$ cat src/rtl/arith_pkg.sv
// Shared constants and types for the arithmetic unit's divide path.
// Contents: operand width, iteration-count width, divider state
// encoding and the result payload carried to the controlling logic.
package arith_pkg;

  // Operand / quotient / remainder width.
  localparam int unsigned WIDTH = 8;

  // Iteration counter width; wide enough to hold WIDTH itself.
  localparam int unsigned CNT_W = $clog2(WIDTH) + 1;

  // Divider control states.
  typedef enum logic [1:0] {
    ST_IDLE = 2'd0,
    ST_RUN  = 2'd1,
    ST_DONE = 2'd2
  } state_e;

  // Result payload presented by the divider.
  typedef struct packed {
    logic [WIDTH-1:0] quotient;
    logic [WIDTH-1:0] remainder;
    logic             div_by_zero;
  } div_result_t;

endpackage : arith_pkg

$ cat src/rtl/div_sub_stage.sv
// Combinational trial subtractor for one restoring-division step.
// Computes a - b as a + ~b + 1 over WIDTH+1 bits, the same invert-B /
// carry-in-1 scheme as the add/sub datapath.
// Ports:
//   a           : partial remainder after the left shift (WIDTH+1 bits)
//   b           : zero-extended divisor (WIDTH+1 bits)
//   diff_c      : low WIDTH bits of a - b (valid as a remainder when no_borrow_c)
//   no_borrow_c : carry-out of the add, high when a >= b
module div_sub_stage
  import arith_pkg::*;
(
  input  logic [WIDTH:0]   a,
  input  logic [WIDTH:0]   b,
  output logic [WIDTH-1:0] diff_c,
  output logic             no_borrow_c
);

  localparam int unsigned SUM_W = WIDTH + 2;

  logic [SUM_W-1:0] sum;
  logic             diff_msb_unused;

  // Extra top bit captures the carry-out of the inverted-operand add.
  assign sum = {1'b0, a} + {1'b0, ~b} + SUM_W'(1);

  // When there is no borrow the difference is below the divisor, so its
  // top data bit is always zero and only WIDTH bits are forwarded.
  assign {no_borrow_c, diff_msb_unused, diff_c} = sum;

endmodule : div_sub_stage

$ cat src/rtl/seq_divider8.sv
// Sequential unsigned restoring divider, one trial subtraction per clock.
// Ports:
//   clk, rst    : rising-edge clock, synchronous active-high reset
//   start       : division request, honoured only when idle
//   dividend    : numerator, captured on the accepted start edge
//   divisor     : denominator, captured on the accepted start edge
//   busy        : high while iterating
//   done        : one-cycle pulse when results become valid
//   quotient    : floor(dividend / divisor), 8'hFF on divide by zero
//   remainder   : dividend mod divisor, dividend on divide by zero
//   div_by_zero : captured divisor was zero
module seq_divider8
  import arith_pkg::*;
(
  input  logic             clk,
  input  logic             rst,
  input  logic             start,
  input  logic [WIDTH-1:0] dividend,
  input  logic [WIDTH-1:0] divisor,
  output logic             busy,
  output logic             done,
  output logic [WIDTH-1:0] quotient,
  output logic [WIDTH-1:0] remainder,
  output logic             div_by_zero
);

  localparam logic [1:0] IDLE = 2'(ST_IDLE);
  localparam logic [1:0] RUN  = 2'(ST_RUN);
  localparam logic [1:0] DONE = 2'(ST_DONE);

  localparam logic [CNT_W-1:0] LAST_ITER = CNT_W'(WIDTH - 1);

  logic [1:0]       state,   state_n;
  logic [WIDTH-1:0] rem_q,   rem_n;
  logic [WIDTH-1:0] quo_q,   quo_n;
  logic [WIDTH-1:0] dvs_q,   dvs_n;
  logic [CNT_W-1:0] cnt,     cnt_n;
  logic             busy_n;
  logic             done_n;
  div_result_t      res,     res_n;

  logic [WIDTH:0]   rem_shift;
  logic [WIDTH-1:0] quo_shift;
  logic [WIDTH-1:0] trial_diff;
  logic             trial_ok;

  // Shift {R,Q} left by one; R grows to WIDTH+1 bits for the trial.
  assign rem_shift = {rem_q, quo_q[WIDTH-1]};
  assign quo_shift = {quo_q[WIDTH-2:0], 1'b0};

  // Single trial subtractor shared by every iteration.
  div_sub_stage u_sub (
    .a           (rem_shift),
    .b           ({1'b0, dvs_q}),
    .diff_c      (trial_diff),
    .no_borrow_c (trial_ok)
  );

  // State and datapath register.
  always_ff @(posedge clk) begin
    if (rst) begin
      state <= IDLE;
      rem_q <= '0;
      quo_q <= '0;
      dvs_q <= '0;
      cnt   <= '0;
      busy  <= 1'b0;
      done  <= 1'b0;
      res   <= '0;
    end else begin
      state <= state_n;
      rem_q <= rem_n;
      quo_q <= quo_n;
      dvs_q <= dvs_n;
      cnt   <= cnt_n;
      busy  <= busy_n;
      done  <= done_n;
      res   <= res_n;
    end
  end

  // Next-state and next-output logic.
  always_comb begin
    state_n = state;
    rem_n   = rem_q;
    quo_n   = quo_q;
    dvs_n   = dvs_q;
    cnt_n   = cnt;
    busy_n  = 1'b0;
    done_n  = 1'b0;
    res_n   = res;

    case (state)
      IDLE: begin
        if (start) begin
          dvs_n             = divisor;
          res_n.div_by_zero = 1'b0;
          if (divisor == '0) begin
            // Divide by zero completes immediately with fixed results.
            state_n           = DONE;
            done_n            = 1'b1;
            res_n.quotient    = '1;
            res_n.remainder   = dividend;
            res_n.div_by_zero = 1'b1;
          end else begin
            state_n = RUN;
            busy_n  = 1'b1;
            rem_n   = '0;
            quo_n   = dividend;
            cnt_n   = '0;
          end
        end
      end

      RUN: begin
        // Restore on borrow: keep the shifted remainder, quotient bit 0.
        rem_n = trial_ok ? trial_diff : rem_shift[WIDTH-1:0];
        quo_n = {quo_shift[WIDTH-1:1], trial_ok};
        cnt_n = cnt + CNT_W'(1);
        if (cnt == LAST_ITER) begin
          state_n         = DONE;
          done_n          = 1'b1;
          res_n.quotient  = quo_n;
          res_n.remainder = rem_n;
        end else begin
          busy_n = 1'b1;
        end
      end

      DONE: begin
        state_n = IDLE;
      end

      default: begin
        state_n = IDLE;
      end
    endcase
  end

  assign quotient    = res.quotient;
  assign remainder   = res.remainder;
  assign div_by_zero = res.div_by_zero;

endmodule : seq_divider8

$ cat config.mk
export PLATFORM = sky130hd
export DESIGN_NAME = seq_divider8
export DESIGN_NICKNAME = d
export VERILOG_FILES = /design/src/rtl/arith_pkg.sv /design/src/rtl/div_sub_stage.sv /design/src/rtl/seq_divider8.sv
export SDC_FILE = /design/constraint.sdc
export NUM_CORES = 1
export LEC_CHECK = 0
export ABC_AREA = 1
export ABC_CLOCK_PERIOD_IN_PS = 1710
export CAP_MARGIN = 20
export CORE_MARGIN = 2
export CORE_UTILIZATION = 49
export DETAILED_ROUTE_END_ITERATION = 16
export GPL_TIMING_DRIVEN = 0
export MAX_ROUTING_LAYER = met4
export PLACE_DENSITY_LB_ADDON = 0.15
export REMOVE_ABC_BUFFERS = 1
export SYNTH_ARGS = -nofsm -noshare
export SYNTH_HDL_FRONTEND = slang
export SYNTH_SLANG_ARGS = --single-unit
$ cat constraint.sdc
create_clock -name clk -period 1.71 [get_ports clk]
set_input_delay 0.2565 -clock clk [delete_from_list [all_inputs] [get_ports clk]]
set_output_delay 0.2565 -clock clk [all_outputs]
set_load 0.005 [all_outputs]
==> After elaboration in Yosys (flattened, before gate mapping) <==
Cells that the tools add are included.
{ "word_totals": {"register_bits": 49, "in_bits": 19, "output_inout_bits": 19, "wordCells": 53} }
{ "op_classes": {"addsub": 3, "eq_ne": 6, "mux": 26, "bitwise": 1, "reduce_logical": 7} }
{ "ops": {"columns": ["op", "n"], "rows": [
  ["two-way mux 8 bit", 5],
  ["two-way mux 17 bit", 2],
  ["case mux 16 bit (2 select lines)", 1],
  ["case mux 8 bit (2 select lines)", 2],
  ["two-way mux 16 bit", 1],
  ["adder 10 x 1 -> 10 bit, second input constant", 1],
  ["adder 9 x 9 -> 10 bit", 1],
  ["inverter 8 -> 9 bit", 1],
  ["logical NOT 8 bit", 1],
  ["two-way mux 4 bit", 2],
  ["inequality test 2 bit, second input constant", 4],
  ["case mux 4 bit (2 select lines)", 1],
  ["two-way mux 1 bit", 6],
  ["two-way mux 2 bit", 3],
  ["adder 4 x 1 -> 4 bit, second input constant", 1],
  ["== test 4 x 3 -> 1 bit, second input constant", 1],
  ["case mux 1 bit (2 select lines)", 2],
  ["case mux 2 bit (2 select lines)", 1],
  ["AND reduction 2 bit", 2],
  ["AND reduction 4 bit", 1],
  ["AND reduction 3 bit", 1],
  ["== test 2 x 1 -> 1 bit, second input constant", 1],
  ["logical NOT 2 bit", 1],
  ["nonzero test 2 bit", 1]
]} }

==> Longest topological paths before layout <==
{ "logic_depth": {"ltp_word": 6, "ltp_mapped": 12, "ltp_nobuf": 12} }

==> Cells and area by module <==
From an unflattened synthesis, not the netlist that was laid out.
{ "unflattened": {"cells_unflattened": 413, "area_unflattened_um2": 2687.6} }
{ "by_module_without_submodules": {"columns": ["module", "instances", "cells_per_inst", "area_per_inst_um2"], "rows": [
  ["seq_divider8", 1, 331, 2242.2],
  ["div_sub_stage", 1, 82, 445.4]
]} }

==> Least setup slack after synthesis <==
Ideal clock, no wire load.
{ "synth_path": {"path_kind": "register -> register", "from": "reg dvs_q[3]", "to": "reg rem_q[7]", "setup_ps": 126, "arrival_time_ps": 1509, "required_ps": 1584, "slack_ps": 75, "stages_incl_launch_ff": 13, "path_cell_list": "dfxtp_1 -> inv_1 -> ha_1 -> nand2_1 -> inv_1 -> nand2_1 -> nand2_1 -> nand2_1 -> nand3_4 -> nand2_2 -> nand2_1 -> nand2_1 -> a21oi_1"} }
{ "synth_via": {"elab_chain_len": 5} }
{ "synth_rtl": {"columns": ["item", "line", "source"], "rows": [
  ["from (decl)", "seq_divider8.sv:36", "logic [WIDTH-1:0] dvs_q, dvs_n;"],
  ["from (signal assigned)", "seq_divider8.sv:74", "dvs_q <= dvs_n;"],
  ["inverter 8 -> 9 bit", "div_sub_stage.sv:24", "assign sum = {1'b0, a} + {1'b0, ~b} + SUM_W'(1);"],
  ["adder 9 x 9 -> 10 bit", "div_sub_stage.sv:24", null],
  ["adder 10 x 1 -> 10 bit", "div_sub_stage.sv:24", null],
  ["two-way mux 8 bit", "seq_divider8.sv:117", "rem_n = trial_ok ? trial_diff : rem_shift[WIDTH-1:0];"],
  ["case mux 8 bit (2 select lines)", "seq_divider8.sv:93", "case (state)"],
  ["to (signal assigned)", "seq_divider8.sv:72", "rem_q <= rem_n;"],
  ["to (decl)", "seq_divider8.sv:34", "logic [WIDTH-1:0] rem_q, rem_n;"]
]} }
Every way passes these cells.
A chain may end at the register's enable or synchronous reset.

==> Worst setup path after layout <==
{ "layout_path": {"from": "reg dvs_q[4]", "to": "reg rem_q[4]"} }
The elaborated chain is that of the path after synthesis.

==> results.cfg <==
[clock_tree]
clock_path_buffers = 2
clk_pin_slew_worst_paths_ps = 90
clock-root-buffer = clkbuf_8
cts_tree = yes
cts_buffers = 5
cts_hold_buf = 0
clock_sink_count = 49
clkLatencyLatePin_ps = 300
ctsHtreeMaxLevel = 2

[worst_setup_path]
crit_top_cell = nand2_1
crit_chain = inv_1 -> ha_4 -> nand2_1 -> nand2_1 -> inv_2 -> nand2_2 -> nand2_4 -> nand3_2 -> nand2_1 -> nand3_1 -> a21oi_1
crit_family = simple AND/OR/NAND/NOR gates
crit_path_start_kind = flip-flop
r2r_slack_ps = -30
cp.required_ps = 1940
crit_path_top_delay_cell = dfxtp_1
cp_data_arrival_time_ps = 1970
crit_fanout = 5
endpoint_kind = flip-flop
max_stage_delay_ps = 310
cp.buffers_inverters = 2
critPathKind = flip-flop to flip-flop

[sta]
skew_ps = 7.99
max_freq_mhz = 575
final_hold_viol_count = 0
finalSetupViolCount = 1
timing.slew.headroom = 0.549
finalMaxSlewViolations = 0
rsz0062_at_grt = true
tightest_slew_ps = 675
fin_crit_sh = 1.02
fin_ws_ps = -30.0
layout_min_cycle_time_ps = 1740

[yosys]
synth_compound_area_frac = 0.187
synthDistinctLibCells = 29
yosys.area_share.simple = 0.275
ys_ff_latch = 49
synth.top_cells.by_area = dfxtp_1 (38%), nand2_1 (11%), inv_1 (6.7%)
synth.top_cell.area_share = 0.379
yosysTopAreaCell = dfxtp_1
synthAdderAreaFrac = 0.0513
synth_xor_area_frac = 0.0136
postSynthCellCount = 356
yosysWarningCount = 0
synth_top_family_by_area = simple AND/OR/NAND/NOR gates
synth.avg_cell_area_um2 = 7.26
seq_area_frac_synth = 0.379
syn_area_um2 = 2580
synth_mux_area_frac = 0

[place]
place.gp.congestion = 0.854
port_buffers = 37
dp_hpwl_um = 4020
dp_slack_ps = -728

[finish]
multiInputGateArea_um2 = 1610
register_area_um2 = 991
final_cell_mix = nand2_1 (67), dfxtp_1 (41), nor2_1 (39)
fillers = 433
nets = 441
antenna_cells = 0
area_delta_synth_final_pct = 35.2
drive_gt1_frac = 0.274
final_common_cell = nand2_1

[routing]
dr.first_iter.drc_count = 179
remaining_drc_errors = 0
finalWirelength_um = 6570
drtPass1Iterations = 4
post_drt_via_cell_ratio = 5.23
ant_nets = 0
num_vias = 2525
wire_per_inst_um = 13.6

[power_and_ir_drop]
vdd_drop_max_v = 0.000616
power_uw = 3820
p_leak_uw = 0.00151
power.density_nw_per_um2 = 1090

[global_route]
grt_max_degree = 23
overflow = 0
grt_pass1_wl_um = 10700
grt_antenna_before_repair = 0
gr-usage-all-layers = 0.233
grt_pass1_vias = 2317

[status]
failed_checks = negative setup slack
outcome = complete, but fails checks

[die]
fp.coreArea_um2 = 5110
start_util = 0.506
die_w_um = 76.6
die_y_um = 76.6
num_io_pins = 38
rows = 26
dieArea_um2 = 5870

[flow_run]
drv_cap = 0

[worst_hold_path]
hold_class = input pin to flip-flop
==> sequential cells by signal, indices dropped and copies added (netlist names) <==
signal and flops:
state 2, quo_q 8, cnt 4, busy 1, dvs_q 8, div_by_zero 1
done 1, remainder 8, rem_q 8, quotient 8
==> cell usage after synthesis <==
| cell type | number |
|---|---|
| o21ai_2 | 10 |
| nand3_4 | 1 |
| nor2_1 | 42 |
| nand3_1 | 18 |
| or2_0 | 1 |
| or2_2 | 1 |
| ha_1 | 9 |
| a21oi_2 | 10 |
| fa_1 | 1 |
| nor2_4 | 2 |
| a21oi_1 | 29 |
| nand4_1 | 9 |
| xor2_1 | 4 |
| nor3_1 | 3 |
| nand2_2 | 1 |
| nand3_2 | 2 |
| a21oi_4 | 1 |
| nor2_8 | 2 |
| clkbuf_1 | 6 |
| inv_2 | 3 |
| o211ai_1 | 1 |
| dfxtp_1 | 49 |
| o21ai_0 | 25 |
| inv_1 | 46 |
| buf_1 | 1 |
| buf_2 | 3 |
| a22oi_1 | 2 |
| buf_8 | 1 |
| nand2_1 | 73 |
==> layer usage <==
| layer | up-vias | track usage | share of wire | routed length (um) |
|---|---|---|---|---|
| met5 | - | - | 0 | 0 |
| met4 | 0 | 0.0927 | 0.023 | 149 |
| met3 | 11 | 0.0450 | 0.052 | 342 |
| met2 | 79 | 0.370 | 0.48 | 3170 |
| met1 | 1159 | 0.294 | 0.44 | 2910 |
| li1 | 1276 | - | - | - |
==> final cells by class <==
class | count | share of cell area
tap | 70 | 0.0251
timing repair inverter | 1 | 0.00215
inverter | 49 | 0.0544
clock inverter | 2 | 0.00394
multi-input combinational | 250 | 0.459
clock buffer | 6 | 0.0208
timing repair buffer | 56 | 0.151
sequential | 49 | 0.283
==> timing repair <==
| action | 4_1_cts | 5_1_grt |
|---|---|---|
| setup endpoints to repair | 47 | 34 |
| gates cloned | 3 | 1 |
| buffers inserted | 11 | 8 |
| pin swaps | 6 | 24 |
| resized for setup | 23 | 42 |
| endpoints found under the hold margin | 0 | 0 |
==> where the power goes <==
group	total, uW	switching [uW]	internal [uW]
registers	1360	93.6	1260
logic	1780	1020	758
clock network	683	391	292
==> logic make-up (layout without fill, tap and decap cells) <==
group,after synthesis,in the layout
AOI/OAI and AO/OA,78,78
xor gates and xnor gates,4,4
adders and majority gates,10,10
buffers and inverters,60,114
DFF,49,49
and+or+nand+nor,155,158
==> final timing paths <==
kind	startpoint	end	depth (start not counted)
worst min register to register	dvs_q[3]$_SDFFE_PP0P_	dvs_q[3]$_SDFFE_PP0P_	2
worst max-delay path	dvs_q[4]$_SDFFE_PP0P_	rem_q[4]$_SDFFE_PP0P_	11
worst max register to register	dvs_q[4]$_SDFFE_PP0P_	rem_q[4]$_SDFFE_PP0P_	11
worst min-delay path	rst	rem_q[3]$_SDFFE_PP0P_	2
==> stage by stage <==
step	cells	cell area (um2)	TNS, ps	util	hold slack [ps]
after floorplan	345	2530	-495	-	326
after global placement	452	2990	-26660	0.585	448
after detailed placement	452	2990	-27340	0.585	455
after CTS	474	3320	0	0.651	493
after global routing	483	3500	-584	0.684	462
final	483	3500	-30.0	0.684	429
Power figures use the tool's default switching activity.
==> RTL edit 1, RTL diff (same flow settings) <==
Set the package constant `WIDTH` to 16 (it was 8).
--- a/src/rtl/arith_pkg.sv
+++ b/src/rtl/arith_pkg.sv
@@ -4,7 +4,7 @@
 package arith_pkg;
 
   // Operand / quotient / remainder width.
-  localparam int unsigned WIDTH = 8;
+  localparam int unsigned WIDTH = 16;
 
   // Iteration counter width; wide enough to hold WIDTH itself.
   localparam int unsigned CNT_W = $clog2(WIDTH) + 1;
Interface: changed (resized dividend, divisor, quotient and remainder); port bits go from 38 to 70. The function was not compared with the original's and may differ.
==> RTL edit 1 against the unedited design <==
  * The flow still finishes with violations (setup timing)
  * Clock power grew to 2.5 times the old value
  * Clock skew is 3.9 ps higher
  * Setup slack worse by 120 ps
  * Total power is 150% higher
  * Combinational power grew to 2.9 times the old value
  * Sequential power is 85% higher
  * Synthesized cell count is 98% higher
  * Routed wire length grew to 2.5 times the old value
  * Non-clock buffer count is 74 higher
  * Final area is 110% higher
  * Maximum frequency is 6.4% lower
  * Sequential cell count is 41 higher
  * Synthesized area is 90% higher
  * Critical endpoint is now rem_q[8]
  * Largest power group unchanged
==> RTL edit 1: results <==
export IMPL_status="finished, violations left"
export IMPL_violations="setup timing"
export IMPL_port_buffers=69
export IMPL_grt_max_degree=50
export IMPL_ir_drop_mv=0.679
export IMPL_setup_ws_ps=-149
export IMPL_dpl_hpwl_um=8660
export IMPL_synthArstFlopShare_pct=0
export IMPL_gr_usage_all_layers_pct=29.0
export IMPL_nets=870
export IMPL_ys_seq_area_share_pct=36.7
export IMPL_drv_slew=0
export IMPL_fin_cells=954
export IMPL_detail_route_vias_per_cell=5.65
export IMPL_dp_cells=877
export IMPL_wl_per_cell_um=17.5
export IMPL_synthDistinctLibCells=34
export IMPL_clock_power_share_pct=18.2
export IMPL_pre_cts_ws_ps=-926
export IMPL_crit_arrival_ps=2160
export IMPL_powerClk_mw=1.73
export IMPL_p_leak_nw=3.10
export IMPL_worst_slew_pin_slew_ps=1050
export IMPL_path_max_fanout=3
export IMPL_antenna_cells=0
export IMPL_insertion_delay_ps=370
export IMPL_slowest_stage="dfxtp_2"
export IMPL_synth_area_leaders="dfxtp_1 (37%), nand2_1 (15%), inv_1 (7.8%), a21oi_1 (6.5%), ha_1 (4.6%)"
export IMPL_critical_path_top_delay_family="simple AND/OR/NAND/NOR gates"
export IMPL_drt_pass1_iterations=5
export IMPL_grt_pass1_wl_um=25000
export IMPL_clock_skew_ps=11.9
export IMPL_setup_viol=34
export IMPL_post_dp_cell_area_um2=5660
export IMPL_clk_pin_slew_ps=100
export IMPL_ys_top_cells_by_count="nand2_1 (199), inv_1 (102), dfxtp_1 (90)"
export IMPL_cts_root_buffer="clkbuf_8"
export IMPL_layout_drive_gt1_share_pct=36.4
export IMPL_slowest_delay_ps=350
export IMPL_grt_pass1_vias=5305
export IMPL_dr_first_iter_drc_count=410
export IMPL_tns_ps=-3040
export IMPL_hp_class="input pin to flop"
export IMPL_powerSeq_mw=2.51
export IMPL_swShare_pct=42.6
export IMPL_synth_area_per_cell_um2=6.96
export IMPL_cts_path_max_buffers=2
export IMPL_htree_levels=3
export IMPL_globalplace_congestion=0.889
export IMPL_cts_buffers=9
export IMPL_synth_warnings=0
==> RTL edit 1: cell types whose count changed after synthesis, moves of 10 or more <==
cell,change
inv_1,+56
clkbuf_1,+10
dfxtp_1,+41
a21oi_1,+35
nor2_1,-11
o21ai_2,-10
nand2_2,+10
a221oi_1,+14
nand3_2,+10
nand2_1,+126
nand3_1,+19
a31oi_1,+30
==> RTL edit 1: path summary, 6_finish.rpt <==
kind,start,endpoint,slack [ps],cells after the start
worst max-delay path,quo_q[15],rem_q[8],-150,12
worst min-delay path,rst,quotient[14],160,2
worst max register to register,quo_q[15],rem_q[8],-150,12
worst min register to register,quotient[15],quotient[15],470,2
==> RTL edit 1: repair_timing <==
action | CTS | global route
setup buffers | 42 | 15
pin swaps | 44 | 53
gates cloned | 6 | 1
gates resized for setup | 157 | 91
setup endpoints to repair | 86 | 68
==> RTL edit 1: layer usage <==
| layer | global-route usage, % | routed length (µm) |
|---|---|---|
| met1 | 34.2 | 6660 |
| met2 | 50.0 | 8390 |
| met3 | 3.70 | 1080 |
| met4 | 12.1 | 575 |
| met5 | - | 0 |
==> RTL edit 1: cell families after synthesis <==
| group | Yosys count | synth area share (%) |
|---|---|---|
| xor+xnor | 6 | 1.07 |
| flops | 90 | 36.7 |
| buf+inv | 140 | 11.8 |
| fa+ha+maj | 19 | 5.00 |
| simple gates | 316 | 29.7 |
| compound gates | 134 | 15.7 |
==> RTL edit 1: area by class of cell <==
type / instances / area (µm²)
clock buffers: 10 / 138
clock inverters: 6 / 93.8
fillers: 650 / 2230
inverters: 107 / 435
multi-input cells: 477 / 3460
flip-flops and latches: 90 / 1840
well taps: 133 / 166
repair buffers: 130 / 1360
repair inverters: 1 / 11.3
==> RTL edit 2, RTL diff (config.mk and constraints unchanged) <==
Without the edit above. Reset style: asynchronous (`rst`), changed in one clocked block. Comments in the files are not updated.
--- a/src/rtl/seq_divider8.sv
+++ b/src/rtl/seq_divider8.sv
@@ -57,7 +57,7 @@
   );
 
   // State and datapath register.
-  always_ff @(posedge clk) begin
+  always_ff @(posedge clk or posedge rst) begin
     if (rst) begin
       state <= IDLE;
       rem_q <= '0;
Formal check against the unedited RTL: differs if rst is asserted again (counterexample within 4 cycles, from zero or initial values and one cycle with rst high); with rst held inactive, the same outputs for 10 cycles.
==> RTL edit 2 against the unedited design <==
  * The flow still finishes with violations (setup timing)
  * Synthesized area increased by 2.7%
  * Core utilization rose by 0.95 points
  * Non-clock buffer count shrank 3
  * Clock skew fell by 3.1 ps
  * Synthesized cell count down 6.7%
  * Routed wire length increased by 4.2%
  * Sequential cell count did not move
  * Setup slack got worse by 71 ps
  * Count of clock-buffer cells in the layout unchanged
  * Final area up 2.7%
  * Cell count shrank 5.2%
Power is not compared: it rests on default switching activity, and its combinational part moved more than twofold at a synthesized area within 25%.
==> RTL edit 2: results <==
export IMPL_status="finished, violations left"
export IMPL_violations="setup timing"
export IMPL_ys_ff_latch=49
export IMPL_setup_viol=4
export IMPL_n_all_inverters=56
export IMPL_layout_drive_gt1_share_pct=24.0
export IMPL_nets=416
export IMPL_gr_usage_all_layers_pct=23.1
export IMPL_synthDistinctLibCells=28
export IMPL_synthArstFlopShare_pct=100
export IMPL_clock_skew_ps=4.93
export IMPL_grt_max_degree=39
export IMPL_multi_input_area_share_pct=40.3
export IMPL_ys_seq_area_share_pct=46.2
export IMPL_max_slew_margin_pct=59.7
export IMPL_globalplace_congestion=0.811
export IMPL_ys_top_cells_by_count="nand2_1 (68), inv_1 (55), dfrtp_1 (49)"
export IMPL_register_area_um2=1230
export IMPL_holdWs_ps=195
export IMPL_dr_first_iter_drc_count=113
export IMPL_post_route_period_util_pct=106
export IMPL_vias=2403
export IMPL_clkCellAreaFrac_pct=2.79
export IMPL_slowest_delay_ps=440
export IMPL_grt_pass1_vias=2313
export IMPL_dpl_hpwl_um=4070
export IMPL_port_buffers=37
export IMPL_path_max_fanout=2
export IMPL_detail_route_vias_per_cell=5.25
export IMPL_pre_cts_ws_ps=-523
export IMPL_buffers=53
export IMPL_synth_area_leaders="dfrtp_1 (46%), nand2_1 (9.6%), o21ai_0 (8.5%), inv_1 (7.8%), nand3_1 (5.5%)"
export IMPL_dp_cells=430
export IMPL_slowest_stage="dfrtp_1"
export IMPL_num_multi_input_gates=222
export IMPL_synth_area_per_cell_um2=8.00
export IMPL_insertion_delay_ps=320
export IMPL_setup_ws_ps=-101
export IMPL_ys_flop_type="dfrtp_1"
-- RTL edit 2: cell count changes in the layout (fill, tap and decap cells not counted), sizes merged, moves of 6 or more --
cell,unedited run,this run
a21oi,40,13
dfrtp,0,49
dfxtp,49,0
inv,49,55
nand3,22,33
nor2,47,28
o21ai,35,47
-- RTL edit 2: per-layer routing --
| metal | wire (µm) | part of all wire [%] | GRT usage [%] |
|---|---|---|---|
| met1 | 2920 | 43 | 29.0 |
| met4 | 162 | 2.4 | 8.39 |
| met3 | 352 | 5.1 | 3.84 |
| met5 | 0 | 0 | - |
| met2 | 3410 | 50 | 37.9 |
-- RTL edit 2: worst max-delay path by stage --
stage,to,slack (ps),cells after the start
6_report,remainder[4],-100,9
5_1_grt,remainder[4],-160,9
4_1_cts,remainder[5],-10,10
3_5_place_dp,remainder[0],-520,8
3_3_place_gp,quotient[2],-720,2
2_1_floorplan,remainder[6],3,8
-- RTL edit 2: cells by family after synthesis --
group	share of synthesized area [%]
XOR/XNOR	0.990
adder cells (fa/ha/maj)	5.00
flip-flops	46.2
AO/OA/AOI/OAI	12.5
buffers and inverters	10.0
AND/OR/NAND/NOR	25.3
-- RTL edit 2: stage by stage --
step	area [µm²]	TNS [ps]
6_report	3590	-220
2_1_floorplan	2590	0
4_1_cts	3380	-19.4
5_1_grt	3590	-776
3_3_place_gp	3050	-46180
3_5_place_dp	3070	-13230
-- RTL edit 2: worst reg2reg max path, delay by kind of cell (launching register included) --
kind	cells	cell delay [ps]
compound gates	1	70
fa+ha+maj	2	560
buf+inv	1	70
simple gates	4	430
flops	1	440
xor+xnor	1	160
-- RTL edit 2: repair_timing --
action                     CTS  global route
resized for setup           22            40
pin swaps                    9            31
cloned                       4             1
hold buffers                 0             0
setup endpoints to repair   39            28
buffers inserted             6             9
